[src/rtl/pending_encoder8_3_if.sv]
// Request/issue bundle for pending_encoder8_3.
// master = encoder side, slave = requester/consumer side.
interface pending_encoder8_3_if;
    logic [7:0] req;
    logic       ready;
    logic       valid;
    logic [2:0] code;
    logic [7:0] pend;
    logic       ovf;

    modport master (
        input  req,
        input  ready,
        output valid,
        output code,
        output pend,
        output ovf
    );

    modport slave (
        output req,
        output ready,
        input  valid,
        input  code,
        input  pend,
        input  ovf
    );
endinterface

[src/rtl/pending_encoder8_3.sv]
// Latching 8-to-3 priority encoder with a valid/ready issue slot.
// Define PENDING_ENC_RR_EN for round-robin pick instead of highest-index.
module pending_encoder8_3 (
    input  logic                  clk,
    input  logic                  rst,
    pending_encoder8_3_if.master  bus
);

    logic [7:0] pend_q;
    logic       valid_q;
    logic [2:0] code_q;
    logic       ovf_q;

    logic       free;
    logic       found;
    logic [2:0] pick;
    logic [2:0] idx;
    logic [7:0] clear_mask;
    logic [7:0] pend_next;
    logic       ovf_next;

`ifdef PENDING_ENC_RR_EN
    logic [2:0] rp_q;
`endif

    assign free = ~valid_q | bus.ready;

    // Pick only looks at the registered pend; same-edge req is not eligible.
    always_comb begin
        found = 1'b0;
        pick  = 3'd0;
        idx   = 3'd0;
`ifdef PENDING_ENC_RR_EN
        for (int i = 0; i < 8; i++) begin
            idx = rp_q - 3'(i);
            if (!found && pend_q[idx]) begin
                found = 1'b1;
                pick  = idx;
            end
        end
`else
        for (int i = 7; i >= 0; i--) begin
            idx = 3'(i);
            if (!found && pend_q[idx]) begin
                found = 1'b1;
                pick  = idx;
            end
        end
`endif
    end

    always_comb begin
        clear_mask = 8'h00;
        if (free && found)
            clear_mask = 8'h01 << pick;
        pend_next = (pend_q & ~clear_mask) | bus.req;
        ovf_next  = |(bus.req & pend_q & ~clear_mask);
    end

    always_ff @(posedge clk or posedge rst) begin
        if (rst) begin
            pend_q  <= 8'h00;
            valid_q <= 1'b0;
            code_q  <= 3'd0;
            ovf_q   <= 1'b0;
        end else begin
            pend_q <= pend_next;
            ovf_q  <= ovf_next;
            if (free) begin
                valid_q <= found;
                if (found)
                    code_q <= pick;
            end
        end
    end

`ifdef PENDING_ENC_RR_EN
    always_ff @(posedge clk or posedge rst) begin
        if (rst)
            rp_q <= 3'd7;
        else if (free && found)
            rp_q <= pick - 3'd1;
    end
`endif

    assign bus.valid = valid_q;
    assign bus.code  = code_q;
    assign bus.pend  = pend_q;
    assign bus.ovf   = ovf_q;

endmodule

[src/flat_wrapper.sv]
// flat-port wrapper written by rule: the top's interface ports become plain ports
module pending_encoder8_3_flat 
  (clk, rst, bus_req, bus_ready, bus_valid, bus_code, bus_pend, bus_ovf);
  pending_encoder8_3_if bus_i ();
  input  logic clk;
  input  logic rst;
  input wire logic [$bits(bus_i.req)-1:0] bus_req;
  input wire logic [$bits(bus_i.ready)-1:0] bus_ready;
  output wire logic [$bits(bus_i.valid)-1:0] bus_valid;
  output wire logic [$bits(bus_i.code)-1:0] bus_code;
  output wire logic [$bits(bus_i.pend)-1:0] bus_pend;
  output wire logic [$bits(bus_i.ovf)-1:0] bus_ovf;
  assign bus_i.req = bus_req;
  assign bus_i.ready = bus_ready;
  assign bus_valid = bus_i.valid;
  assign bus_code = bus_i.code;
  assign bus_pend = bus_i.pend;
  assign bus_ovf = bus_i.ovf;
  pending_encoder8_3 u_core (.clk(clk), .rst(rst), .bus(bus_i));
endmodule
[config.mk]
export PLATFORM = sky130hd
export DESIGN_NAME = pending_encoder8_3_flat
export DESIGN_NICKNAME = d
export VERILOG_FILES = /design/src/rtl/pending_encoder8_3_if.sv /design/src/rtl/pending_encoder8_3.sv /design/src/flat_wrapper.sv
export SDC_FILE = /design/constraint.sdc
export NUM_CORES = 1
export LEC_CHECK = 0
export CORE_MARGIN = 10
export CORE_UTILIZATION = 30
export CTS_CLUSTER_DIAMETER = 100
export DETAILED_ROUTE_END_ITERATION = 6
export GPL_ROUTABILITY_DRIVEN = 0
export SLEW_MARGIN = 20
export SYNTH_ARGS = -nofsm -noshare
export SYNTH_HDL_FRONTEND = slang
export SYNTH_SLANG_ARGS = --single-unit
[constraint.sdc]
create_clock -name clk -period 2.3 [get_ports clk]
set_input_delay 0.69 -clock clk [delete_from_list [all_inputs] [get_ports clk]]
set_output_delay 0.69 -clock clk [all_outputs]
set_load 0.03 [all_outputs]
==> results of run 1 <==
-- metrics by stage --
stage	instances	power, mW	instance area, um2
6_report	124	0.458	960
5_1_grt	124	0.489	960
4_1_cts	124	0.468	960
3_5_place_dp	120	0.325	933
3_3_place_gp	120	0.325	933
2_1_floorplan	68	0.284	654
-- registers in the layout, indices dropped and copies added (netlist names) --
name / flops
u_core.bus.ovf: 1
u_core.bus.code: 3
u_core.bus.valid: 1
u_core.bus.pend: 8
-- kinds of logic after synthesis --
logic type,after synthesis
AOI/OAI and AO/OA,23
DFF,13
and+or+nand+nor,29
buffers and inverters,3
-- report_power, final --
part | internal, mW | switching (mW) | leakage (nW)
registers | 0.235 | 0.00816 | 0.121
clock network | 0.0671 | 0.0710 | 0.0150
logic | 0.0387 | 0.0389 | 0.221
-- worst paths after layout --
path	from	endpoint	cells after the start
setup reg to reg	u_core.bus.pend[7]	u_core.bus.ovf	5
hold / removal	u_core.bus.code[2]	u_core.bus.code[2]	2
setup / recovery	u_core.bus.pend[5]	bus_pend[5]	1
min in group asynchronous	rst	u_core.bus.code[2]	2
hold reg to reg	u_core.bus.code[2]	u_core.bus.code[2]	2
max in group asynchronous	rst	u_core.bus.pend[3]	2
-- cells in the mapped netlist --
| master | count |
|---|---|
| nand2b_1 | 4 |
| or3b_1 | 1 |
| o21ai_0 | 5 |
| nand4_1 | 1 |
| or2_2 | 1 |
| nand2_1 | 6 |
| a21o_1 | 3 |
| a2bb2oi_1 | 1 |
| and3_1 | 1 |
| nand2_2 | 1 |
| o211ai_1 | 1 |
| nor4_4 | 1 |
| nor2_1 | 7 |
| o22ai_1 | 1 |
| o31ai_1 | 2 |
| a21oi_1 | 4 |
| a22o_1 | 1 |
| o21a_1 | 1 |
| dfrtp_1 | 13 |
| a31oi_1 | 1 |
| o311a_1 | 1 |
| nor2b_1 | 2 |
| or3_1 | 1 |
| nand3_1 | 2 |
| a21o_2 | 1 |
| o311ai_0 | 1 |
| nor3_1 | 1 |
| inv_1 | 3 |
-- per-layer routing --
layer,vias up,GRT usage [%]
met5,-,0
met4,0,5.50
met3,2,0.836
met2,15,13.4
met1,295,11.1
li1,310,-
-- final cells by class --
class,instances,area (um2)
multi-input cells,52,318
fillers,195,1060
repair buffers,25,245
well taps,27,33.8
flip-flops and latches,13,325
inverters,3,11.3
clock buffers,4,26.3
==> metrics.cfg, run 1 <==
[routing]
initialDrtViolationCount=20
wl_per_cell_um=14.5
wl_met3_um=99
top_layer_used=met4
drc=0
vias=622
drt_pass1_iterations=4
vias_per_cell=5.02
ant_nets=0
wl_met1_um=851
wl_um=1800
met2_length_um=824

[logic_synthesis]
yosys.area_share.simple_pct=24.9
ys_warn_count=0
synth.distinct_cells=28
yosysSeqAreaShare_pct=49.7
yosys.area.top_type_share_pct=49.7
synthCells=68
synth_mux_area_share_pct=0
synthXorXnorAreaFrac_pct=0
ys_seq_elements=13
syn_avg_cell_area_um2=9.62
synthAdderAreaFrac_pct=0
synth_compound_area_share_pct=23.7
synthTopCellsByArea=dfrtp_1, nor2_1, nand2b_1
synth_top_cell_by_area=dfrtp_1
synth_fp_nets=79
synth_top_family_by_area=simple AND/OR/NAND/NOR gates
syn_area_um2=654

[sta]
hold_viol=0
finalSetupTns_ps=0
drv_slew=0
setup_violations=0
worst_slew_pin_slew_ps=508
finalWorstSetupSlack_ps=62.6
whs_ps=524
max_freq_ghz=0.447
grt_setup_unrepaired=false
relSlewSlack_pct=66.1
period_share_pct=97.3
fin_worst_skew_ps=1.13
period_minus_slack_ps=2240

[critical_path]
crit_path_start_kind=flip-flop
slowest_stage=clkdlybuf4s50_1
cp_max_fo=8
crit_path_cell_trace=clkdlybuf4s50_1
crit_type=flip-flop to output pin
crit_arrival_ps=1550
worstSetupEndpointType=output pin
worstPathRequired_ps=1610
max_stage_delay_ps=740
worst-path-buf-inv=1
regToRegSetupSlack_ps=640
critPathTopFamily=buffers and inverters

[floorplan]
core-area_mm2=0.00202
die_h_um=66.7
die_area_mm2=0.00445
die_width_um=66.7
initial_core_util_pct=32.4
io_pins=24
rows=16

[clock_tree]
htree_levels=1
cts_tree=done
cts_root_buf=clkbuf_4
clk_pin_slew_ps=80
clkSinkCount=13
cts_made_buffers=3
cts.path.max_buffers=2
cts_resized=0
cts_hold_buf=0
post_cts_buffers=0
clock_latency_ps=270

[run_status]
status=finished clean

[global_routing]
grt_first_pass_wirelength_um=3030
grt-ovfl-total=0
grt_pass1_vias=621
grt_max_degree=14
track_usage_pct=8.64
antenna_found_initial=0

[finish]
areaGrowthSynthToFinish_pct=46.7
final_cell_mix=clkdlybuf4s50_1, dfrtp_1, nor2_1
drive_gt1_share_pct=9.28
utilization_pct=47.5
antenna_cells=0
final_common_cell=clkdlybuf4s50_1
nNetsFinal=109

[power]
p_leak_nw=0.356
power.density_mw_per_mm2=478
vdd_drop_max_mv=0.327

[placement]
pre_cts_ws_ps=9.26
io_buffers=23
place_hpwl_um=1450

[run]
maxCapViolations=0

[hold_path]
hp-class=flip-flop to flip-flop

Power figures use the tool's default switching activity.
==> run 2: changes to the inputs <==
- ABC_CLOCK_PERIOD_IN_PS: default -> 2300
- PLACE_DENSITY_LB_ADDON: default -> 0.3
- SLEW_MARGIN: 20 -> 0
==> metrics.cfg, run 2 (synthesis results as in run 1) <==
[critical_path]
worst-path-buf-inv=1  ; unchanged
crit_arrival_ps=1530  ; was 1550 ps
crit_path_start_kind=flip-flop  ; unchanged
critPathTopFamily=buffers and inverters  ; unchanged
worstSetupEndpointType=output pin  ; unchanged
worstPathRequired_ps=1610  ; about the same
crit_type=flip-flop to output pin  ; unchanged
crit_path_cell_trace=clkdlybuf4s50_1  ; unchanged
max_stage_delay_ps=730  ; was 740 ps
slowest_stage=clkdlybuf4s50_1  ; unchanged
cp_max_fo=8  ; unchanged

[finish]
antenna_cells=0  ; unchanged
areaGrowthSynthToFinish_pct=45.5  ; was 46.7%
drive_gt1_share_pct=8.33  ; was 9.28%
multi_input_area_um2=318  ; unchanged
regArea_um2=325  ; unchanged
fillers=211  ; was 195
final_common_cell=clkdlybuf4s50_1  ; unchanged
final_cell_mix=clkdlybuf4s50_1, dfrtp_1, nor2_1  ; unchanged
final_area_um2=952  ; was 960 um2
nNetsFinal=108  ; was 109
largest_reg_flops=8  ; unchanged

[clock_tree]
post_cts_buffers=0  ; unchanged
htree_levels=1  ; unchanged
cts_root_buf=clkbuf_4  ; unchanged
clk_pin_slew_ps=80  ; about the same
clock_latency_ps=290  ; was 270 ps
cts_tree=done  ; unchanged
cts_made_buffers=3  ; unchanged
cts_hold_buf=0  ; unchanged
cts_resized=0  ; unchanged
cts.path.max_buffers=2  ; unchanged
clkSinkCount=13  ; unchanged

[global_routing]
track_usage_pct=8.53  ; was 8.64%
grt_first_pass_wirelength_um=2950  ; was 3030 um
antenna_found_initial=0  ; unchanged
grt_pass1_vias=637  ; was 621
grt_max_degree=14  ; unchanged
grt-ovfl-total=0  ; unchanged

[power]
vdd_drop_max_mv=0.178  ; was 0.327 mV
comb_power_share_pct=16.5  ; was 16.9%
netSwitchingFraction_pct=27.0  ; was 25.7%
power_mw=0.467  ; was 0.458 mW
power_frac_clock_pct=31.7  ; was 30.1%
p_seq_share_pct=51.8  ; was 53.0%
intPower_mw=0.341  ; was 0.340 mW
power.density_mw_per_mm2=491  ; was 478 mW/mm2
p_sw_mw=0.126  ; was 0.118 mW
p_leak_nw=0.352  ; was 0.356 nW

[placement]
place_hpwl_um=1390  ; was 1450 um
postPlaceCellArea_um2=926  ; was 933 um2
io_buffers=23  ; unchanged

[floorplan]
initial_core_util_pct=32.4  ; unchanged
io_pins=24  ; unchanged
die_area_mm2=0.00445  ; unchanged
die_h_um=66.7  ; unchanged
die_width_um=66.7  ; unchanged
rows=16  ; unchanged
core-area_mm2=0.00202  ; unchanged

[sta]
whs_ps=526  ; was 524 ps
period_share_pct=96.5  ; was 97.3%
worst_slew_pin_slew_ps=500  ; was 508 ps
finalSetupTns_ps=0  ; unchanged
relSlewSlack_pct=66.6  ; was 66.1%
max_freq_ghz=0.450  ; was 0.447 GHz
setup_violations=0  ; unchanged
drv_slew=0  ; unchanged
hold_viol=0  ; unchanged
fin_worst_skew_ps=0.813  ; was 1.13 ps
period_minus_slack_ps=2220  ; was 2240 ps
grt_setup_unrepaired=false  ; unchanged

[hold_path]
hp-class=flip-flop to flip-flop  ; unchanged

[routing]
initialDrtViolationCount=16  ; was 20
drc=0  ; unchanged
wl_per_cell_um=14.2  ; was 14.5 um
ant_nets=0  ; unchanged
vias=620  ; was 622
wl_um=1750  ; was 1800 um
drt_pass1_iterations=4  ; unchanged
vias_per_cell=5.04  ; was 5.02

[run]
maxCapViolations=0  ; unchanged

[run_status]
status=finished clean  ; unchanged

-- run 2: cell count changes in the layout (fill, tap and decap cells not counted), sizes merged --
cell and delta:
buf -1
-- run 2: per-layer routing --
layer | track usage [%] | vias up | part of all wire, %
li1 | - | 301 | -
met1 | 9.61 | 299 | 43
met2 | 13.6 | 16 | 49
met3 | 2.51 | 4 | 6.0
met4 | 5.50 | 0 | 2.3
met5 | 0 | - | 0
-- run 2: power by group through the flow --
| stage | clock network (mW) | logic, mW | registers (mW) |
|---|---|---|---|
| global route | 0.158 | 0.0839 | 0.244 |
| detailed placement | 0 | 0.0777 | 0.247 |
| global placement | 0 | 0.0773 | 0.246 |
| floorplan | 0 | 0.0247 | 0.259 |
| finish | 0.148 | 0.0771 | 0.242 |
| CTS | 0.149 | 0.0781 | 0.242 |
-- run 2: worst paths after layout --
path | from | endpoint | slack [ps] | cells after the start
worst max-delay path | u_core.bus.pend[5] | bus_pend[5] | 80 | 1
worst min-delay path | u_core.bus.code[2] | u_core.bus.code[2] | 530 | 2
min in group asynchronous | rst | u_core.bus.pend[0] | 730 | 2
worst max register to register | u_core.bus.pend[7] | u_core.bus.pend[2] | 640 | 4
worst min register to register | u_core.bus.code[2] | u_core.bus.code[2] | 530 | 2
max in group asynchronous | rst | u_core.bus.pend[2] | 1240 | 2
-- run 2: through the flow --
stage          util [%]  setup WS [ps]  std cells
6_report           47.1           79.4        123
5_1_grt            47.1           45.6        123
4_1_cts            47.1           80.7        123
3_5_place_dp       45.8           77.5        119
3_3_place_gp       45.8            120        119
2_1_floorplan         -            641         68
-- run 2: area by class of cell --
cell class              instances  share of cell area, %
clock buffers                   4                   2.76
multi-input cells              52                   33.4
repair buffers                 24                   25.0
inverters                       3                   1.18
well taps                      27                   3.55
flip-flops and latches         13                   34.2
==> run 3: changes to the inputs <==
- CTS_CLUSTER_DIAMETER: 100 -> default
==> results of run 3 <==
Final layout, timing and power as in run 2 (identical DEF).
